[src/rtl/sm510_ram_arbiter.sv]
// SM510 128x4 internal RAM with a single grant point shared by the CPU core,
// the RTC time loader (write bursts) and the LCD segment scanner (display reads).
module sm510_ram_arbiter #(
    parameter int unsigned        ADDR_W    = 7,
    parameter int unsigned        MAX_WAIT  = 15,
    parameter logic [ADDR_W-1:0]  DISP_BASE = 7'h60
) (
    input  logic              clk,
    input  logic              rst_n,
    input  logic              cpu_req,
    input  logic              cpu_we,
    input  logic [ADDR_W-1:0] cpu_addr,
    input  logic [3:0]        cpu_wdata,
    output logic              cpu_gnt,
    output logic [3:0]        cpu_rdata,
    output logic              cpu_rvalid,
    input  logic              ld_req,
    input  logic              ld_last,
    input  logic [ADDR_W-1:0] ld_addr,
    input  logic [3:0]        ld_wdata,
    output logic              ld_gnt,
    input  logic              sc_req,
    input  logic [4:0]        sc_addr,
    output logic              sc_gnt,
    output logic [3:0]        sc_rdata,
    output logic              sc_rvalid,
    output logic              starve_evt
);

    localparam logic [0:0] IDLE     = 1'b0;
    localparam logic [0:0] LD_BURST = 1'b1;
    localparam logic [3:0] WAIT_MAX = 4'(MAX_WAIT);
    localparam int unsigned DEPTH   = 1 << ADDR_W;

    logic [3:0]        mem [0:DEPTH-1];
    logic [0:0]        state_r;
    logic [0:0]        state_nxt_s;
    logic [3:0]        wait_cnt_r;
    logic              forced_s;
    logic              ld_slot_s;
    logic              wr_en_s;
    logic [ADDR_W-1:0] wr_addr_s;
    logic [3:0]        wr_data_s;
    logic [ADDR_W-1:0] sc_eff_s;
    logic [ADDR_W-1:0] rd_addr_s;

    assign sc_eff_s = DISP_BASE + ADDR_W'(sc_addr);

    // Grant decode: forced scanner slot, then CPU, then loader, then scanner.
    always_comb begin
        forced_s   = 1'b0;
        ld_slot_s  = 1'b0;
        cpu_gnt    = 1'b0;
        ld_gnt     = 1'b0;
        sc_gnt     = 1'b0;
        starve_evt = 1'b0;
        if (rst_n) begin
            forced_s   = sc_req && (wait_cnt_r == WAIT_MAX);
            // During a burst the loader owns the slot even while ld_req is low.
            ld_slot_s  = (state_r == LD_BURST) || ld_req;
            cpu_gnt    = cpu_req && !forced_s;
            ld_gnt     = ld_req && !forced_s && !cpu_req;
            sc_gnt     = sc_req && (forced_s || (!cpu_req && !ld_slot_s));
            starve_evt = forced_s;
        end else begin
            forced_s   = 1'b0;
        end
    end

    // Write/read port steering for the single-port array.
    always_comb begin
        wr_en_s   = 1'b0;
        wr_addr_s = ld_addr;
        wr_data_s = ld_wdata;
        rd_addr_s = sc_eff_s;
        if (cpu_gnt) begin
            wr_en_s   = cpu_we;
            wr_addr_s = cpu_addr;
            wr_data_s = cpu_wdata;
            rd_addr_s = cpu_addr;
        end else begin
            wr_en_s   = ld_gnt;
        end
    end

    // Loader burst FSM next state.
    always_comb begin
        state_nxt_s = state_r;
        case (state_r)
            IDLE: begin
                if (ld_gnt && !ld_last) begin
                    state_nxt_s = LD_BURST;
                end else begin
                    state_nxt_s = IDLE;
                end
            end
            LD_BURST: begin
                if (ld_gnt && ld_last) begin
                    state_nxt_s = IDLE;
                end else begin
                    state_nxt_s = LD_BURST;
                end
            end
            default: state_nxt_s = IDLE;
        endcase
    end

    // RAM array; contents survive reset.
    always_ff @(posedge clk) begin
        if (wr_en_s) begin
            mem[wr_addr_s] <= wr_data_s;
        end
    end

    // FSM state and scanner starvation counter.
    always_ff @(posedge clk or negedge rst_n) begin
        if (!rst_n) begin
            state_r    <= IDLE;
            wait_cnt_r <= 4'd0;
        end else begin
            state_r <= state_nxt_s;
            if (!sc_req || sc_gnt) begin
                wait_cnt_r <= 4'd0;
            end else if (wait_cnt_r != WAIT_MAX) begin
                wait_cnt_r <= wait_cnt_r + 4'd1;
            end
        end
    end

    // Registered read data; rvalid pulses one cycle after the read grant.
    always_ff @(posedge clk or negedge rst_n) begin
        if (!rst_n) begin
            cpu_rdata  <= 4'd0;
            cpu_rvalid <= 1'b0;
            sc_rdata   <= 4'd0;
            sc_rvalid  <= 1'b0;
        end else begin
            cpu_rvalid <= cpu_gnt && !cpu_we;
            sc_rvalid  <= sc_gnt;
            if (cpu_gnt && !cpu_we) begin
                cpu_rdata <= mem[rd_addr_s];
            end
            if (sc_gnt) begin
                sc_rdata <= mem[rd_addr_s];
            end
        end
    end

endmodule

[config.mk]
export PLATFORM = sky130hd
export DESIGN_NAME = sm510_ram_arbiter
export DESIGN_NICKNAME = d
export VERILOG_FILES = /design/src/rtl/sm510_ram_arbiter.sv
export SDC_FILE = /design/constraint.sdc
export NUM_CORES = 1
export LEC_CHECK = 0
export BUFFER_PORTS_ARGS = -buffer_cell sky130_fd_sc_hd__buf_2
export CORE_MARGIN = 1.5
export CORE_UTILIZATION = 67
export CTS_CLUSTER_SIZE = 25
export DETAILED_ROUTE_END_ITERATION = 6
export PLACE_DENSITY_LB_ADDON = 0.3
export SETUP_SLACK_MARGIN = 0.15
export SYNTH_ARGS = -nofsm -noshare
export SYNTH_HDL_FRONTEND = slang
export SYNTH_SLANG_ARGS = --single-unit
[constraint.sdc]
create_clock -name clk -period 8.1 [get_ports clk]
set_input_delay 1.62 -clock clk [delete_from_list [all_inputs] [get_ports clk]]
set_output_delay 1.62 -clock clk [all_outputs]
set_load 0.01 [all_outputs]
# Word-level counts from Yosys, hierarchy flattened
# Memories as Yosys holds them, arrays and structs flattened.
# Cells that the tools add are included.
[op_classes] n_bitwise=1 addsub=2 n_reduce_logical=19 n_mux=15 n_eq_ne=2
[ops] op="7-bit 2-to-1 mux" count=2
[ops] op="4-bit 2-to-1 mux" count=3
[ops] op="1-bit logical AND" count=9
[ops] op="1-bit 2-to-1 mux" count=9
[ops] op="6-bit by 6-bit adder with 7-bit output, first input constant" count=1
[ops] op="1-bit zero test" count=6
[ops] op="4-bit by 1-bit adder with 4-bit output, second input constant" count=1
[ops] op="4-bit == test, second input constant" count=1
[ops] op="4-bit inequality test, second input constant" count=1
[ops] op="1-bit logical OR" count=3
[ops] op="1-bit one-hot mux with 2 select lines" count=1
[ops] op="2-bit nonzero test" count=1
[ops] op="1-bit inverter" count=1
[totals] reg_bits=15 out_inout_bits=14 ramBits=512 elab_cells=46 input_bits=34 memories=1
[mem_list] name="mem" words=128 word_bits=4 read_ports=1 rd_clocked_by_memory_dff=0 write_ports=1 line="35" source="logic [3:0] mem [0:DEPTH-1];"

# Logic depth before layout (Yosys ltp)
[logic_depth] word_depth=9 mapped_depth=13 depth_no_buf=10

# Worst setup path after synthesis
# OpenSTA, ideal clock, no wires.
[synth_path] path_kind="input -> register" startpoint="input sc_req" endpoint="memory mem[0][0], data pin" setup_ns=0.511 t_required_ns=7.589 path_buffers=5 slack_ns=3.123 arrival_ns=4.466 stages=9 path_cell_list="nand4_1 -> buf_2 -> nand2_1 -> buf_2 -> buf_2 -> buf_2 -> buf_1 -> nand2_1 -> nand2_1"
[synth_between] elab_chain_cells=5
[synth_lines] item="start: declaration" line="22" source="input logic sc_req,"
[synth_lines] item="1-bit logical AND" line="58" source="forced_s = sc_req && (wait_cnt_r == WAIT_MAX);"
[synth_lines] item="1-bit zero test" line="61" source="cpu_gnt = cpu_req && !forced_s;"
[synth_lines] item="1-bit logical AND" line="61"
[synth_lines] item="1-bit 2-to-1 mux" line="57" source="if (rst_n) begin"
[synth_lines] item="4-bit 2-to-1 mux" line="76" source="if (cpu_gnt) begin"
[synth_lines] item="net wr_data_s[0]" line="43" source="logic [3:0] wr_data_s;"
[synth_lines] item="end: declaration" line="35"
# The timed path passes the listed nets, and every way through them passes these cells.

# Worst setup path after layout
[layout_path] startpoint="input sc_req" endpoint="register cpu_rdata[0] (read register of mem)"
[layout_between] elab_chain_cells=6 elab_cells_between_ends=7 cone_classes="mux (2); reduce/logical (4); memory (1)"
[layout_lines] item="1-bit logical AND *" line="58"
[layout_lines] item="1-bit zero test *" line="61"
[layout_lines] item="1-bit logical AND *" line="61"
[layout_lines] item="1-bit 2-to-1 mux *" line="57"
[layout_lines] item="7-bit 2-to-1 mux" line="76"
[layout_lines] item="memory 128 x 4 bit"
[layout_lines] item="end: declaration" line="15" source="output logic [3:0] cpu_rdata,"
# Every way passes the cells marked *; elsewhere a longest branch is shown, timed or not.
# A chain may end at the register's enable or synchronous reset.

==> summary.md <==
| Metric | Value |
|---|---|
| Worst Path Max Fanout | 24 |
| Outcome | completed |
| Netlist Area Pre-Place | approximately 0.023 mm2 |
| Post-synthesis sequential area ratio | a little over two thirds |
| Total GRT Usage | between 30% and 40% |
| Post-Syn Nets | 1738 |
| Prevailing post-synth register cell | edfxtp_1 |
| Routability cong. | just over 0.9 |
| Max Cap Violations | 0 |
| Synth top area share | 67.9% |
| Final setup TNS | 0 ps |
| Die Y-Extent | about 190 um |
| Final slew viol count | 0 |
| Fin. Hold Viols | 0 |
| CTS Root Cell | clkbuf_16 |
| Clock slew at reported path FFs | 60 ps |
| P per Cell Area | 242 mW/mm2 |
| Synth top area cells | edfxtp_1 68%, mux2i_1 2.5%, nor2_1 2.4%, nand3_1 2.4%, nand2_1 2.4% |
| IO Count | between 40 and 50 |
| Placed cell area | 0.0231 mm2 |
| Post-CTS Setup Inserts | 0 |
| Post-layout min period | roughly 6100 ps |
| DR WL/cell | around 28 um |
| Row count | 67 |
| Final instance area | 0.0248 mm2 |
| RSZ-0062 raised after global routing | false |
| Clock Skew | about 20 ps |
| Via-to-Cell Ratio | a little over 7 |
| Post-synth cell types | 65 |
| Starting Density | roughly two thirds |
| Worst R2R Path Depth | 9 |
| Asr flop ratio synth | under 10% |
| Nets | around 1.7k |
| GRT overflow | 0 |
| Drt initial violations | 2325 |
| Initial antenna violation count | 2 |
| IO buf count | 47 |
| CP Data Required Time | 8560 ps |
| Worst-margin pin slew | 1410 ps |
| Vias in the first global route | about 15k |
| Synthesis-to-layout area growth | 9.72% |
| Proportion of layout cells with a drive suffix above 1 | between 10% and 20% |
| Final critical-path share of the clock period | between 70% and 80% |
| Placed cell count | 2095 |
| Fmax | about 160 MHz |
| TritonRoute pass-1 iters | 7 |
| Mapped Cells | between 1.5k and 2k |
| Gates resized, CTS repair | 0 |
| VDD IR max | around 220 uV |
| Synth warn | 0 |
| Routed via count | around 16k |
| Fill cells | between 2k and 2.5k |
| Arrival time worst endpoint | approximately 6600 ps |
| # hold bufs at CTS | 0 |
| Critical Path End Type | flip-flop |
| Overall routed net length | a little over 60 mm |
| Startpoint types | primary input |
| Clock Path Buffers | 3 |
| Synth area leader | edfxtp_1 |
| Filler-free cell count of the finished design | 2189 |
| Die width | 187 um |
| Hold Crit Class | flip-flop to flip-flop |
| Clk sink count | 527 |
| Setup Crit Path Kind | primary input to flip-flop |
| Skew-Pair Late Insertion Delay | approximately 600 ps |
| Detail Placement HPWL | 36.7 mm |
| Mean Syn Cell Area | roughly 13 um2 |
| #FFs+latches synth | roughly 530 |
| Die area | between 0.03 and 0.04 mm2 |
| Core ar. | ~0.033 mm2 |
| Post-DRT Antenna Nets | 0 |
| EDFF count, synth | about 510 |
| DRC viols | 0 |
| Largest net degree at the start of global routing | between 100 and 150 |
| Finished Core Util | 74.4% |
| Max_slew headroom | under 10% |
| Setup violations, final | 0 |
| Max H-tree Level | 2 |
| LEAKAGE | approximately 0.0080 uW |
| First-pass GRT wire length | approximately 91 mm |
| CTS tree | built |
| CTS Buf Count | 52 |
| Hold Crit Depth | 2 |
-- where the power goes --
| part | switching [uW] | internal, uW | total [uW] |
|---|---|---|---|
| clock | 993 | 1450 | 2440 |
| combinational | 380 | 141 | 520 |
| sequential | 23.7 | 3040 | 3060 |
| total | 1400 | 4620 | 6020 |
-- critical path, stage by stage --
cell	delay [ps]
buf_2	130
nand4_1	810
and3_1	860
nor2_2	1110
a31oi_1	160
a2111oi_0	860
a311oi_1	180
nor4_1	730
o31ai_2	110
-- layer usage --
layer / up-vias / track usage, % / share of wire [%]
met4: 0 / 19.0 / 5.9
met3: 250 / 7.64 / 12
met2: 1211 / 56.0 / 48
met1: 7542 / 45.3 / 34
met5: - / 0 / 0
li1: 6651 / - / -
-- Yosys cell counts, types with 19 or more instances --
master / number
edfxtp_1: 512
nor2_1: 147
nand2_1: 143
nand3_1: 110
a21oi_1: 102
clkbuf_1: 84
o21ai_0: 80
a211oi_1: 67
mux2i_1: 56
and3_1: 55
buf_2: 27
a311oi_1: 23
o22ai_1: 20
a211o_1: 19
nor4_1: 19
-- layout by cell type, fill, tap and decap left out, types with 10 or more instances in the layout --
master     count
a31oi_1       11
clkbuf_1      12
a221oi_1      17
mux2i_1       56
a211o_1       19
clkbuf_16     53
nor4_1        19
nand3b_1      11
nand3_1      109
buf_2         47
and3_1        55
a21o_1        10
buf_4         27
nand2_1      137
a311oi_1      23
o21ai_0       80
a21oi_1      102
nand2b_1      13
o22ai_1       20
a2111oi_0     18
a211oi_1      67
clkinv_1      12
nor2_1       146
dfrtp_1       15
edfxtp_1     512
-- state kept, by name (all words and copies together) (netlist names), named ones only --
signal	count
mem	512
sc_rvalid	1
wait_cnt_r	4
sc_rdata	4
cpu_rvalid	1
cpu_rdata	4
-- kinds of logic after synthesis --
family / count (synthesis) / share of synthesized area, %
AOI/OAI and AO/OA: 434 / 13.0
xor gates and xnor gates: 2 / 0.0774
adders and majority gates: 1 / 0.0553
buffers and inverters: 139 / 2.95
DFF: 527 / 69.6
muxes: 68 / 3.22
and+or+nand+nor: 532 / 11.1
-- cell type report --
| cell class | instances | area [um2] | share of cell area (%) |
|---|---|---|---|
| Multi-Input combinational cell | 1037 | 6330 | 25.5 |
| Sequential cell | 527 | 15800 | 63.4 |
| Clock buffer | 65 | 1370 | 5.52 |
| Inverter | 8 | 30.0 | 0.121 |
| Timing Repair Buffer | 75 | 458 | 1.84 |
| Tap cell | 448 | 561 | 2.26 |
| Clock inverter | 26 | 327 | 1.32 |
| Antenna cell | 3 | 7.51 | 0.0302 |
-- metrics by stage --
step                setup slack [ps]  hold slack [ps]  total power (uW)
floorplan                       3120              476              3430
global placement                1940              493              3600
detailed placement              1790              521              3620
CTS                             2300              551              5990
global route                    1890              566              6140
finish                          1970              561              6020
-- worst paths after layout --
path / start / end / slack [ps]
max in group asynchronous: rst_n / cpu_rdata[3] / 6760
min in group asynchronous: rst_n / wait_cnt_r[1] / 980
worst max-delay path: sc_req / cpu_rdata[0] / 1970
worst max register to register: wait_cnt_r[0] / cpu_rdata[0] / 2480
worst min register to register: wait_cnt_r[1] / wait_cnt_r[1] / 560
worst min-delay path: wait_cnt_r[1] / wait_cnt_r[1] / 560
(Power assumes the default switching activity.)
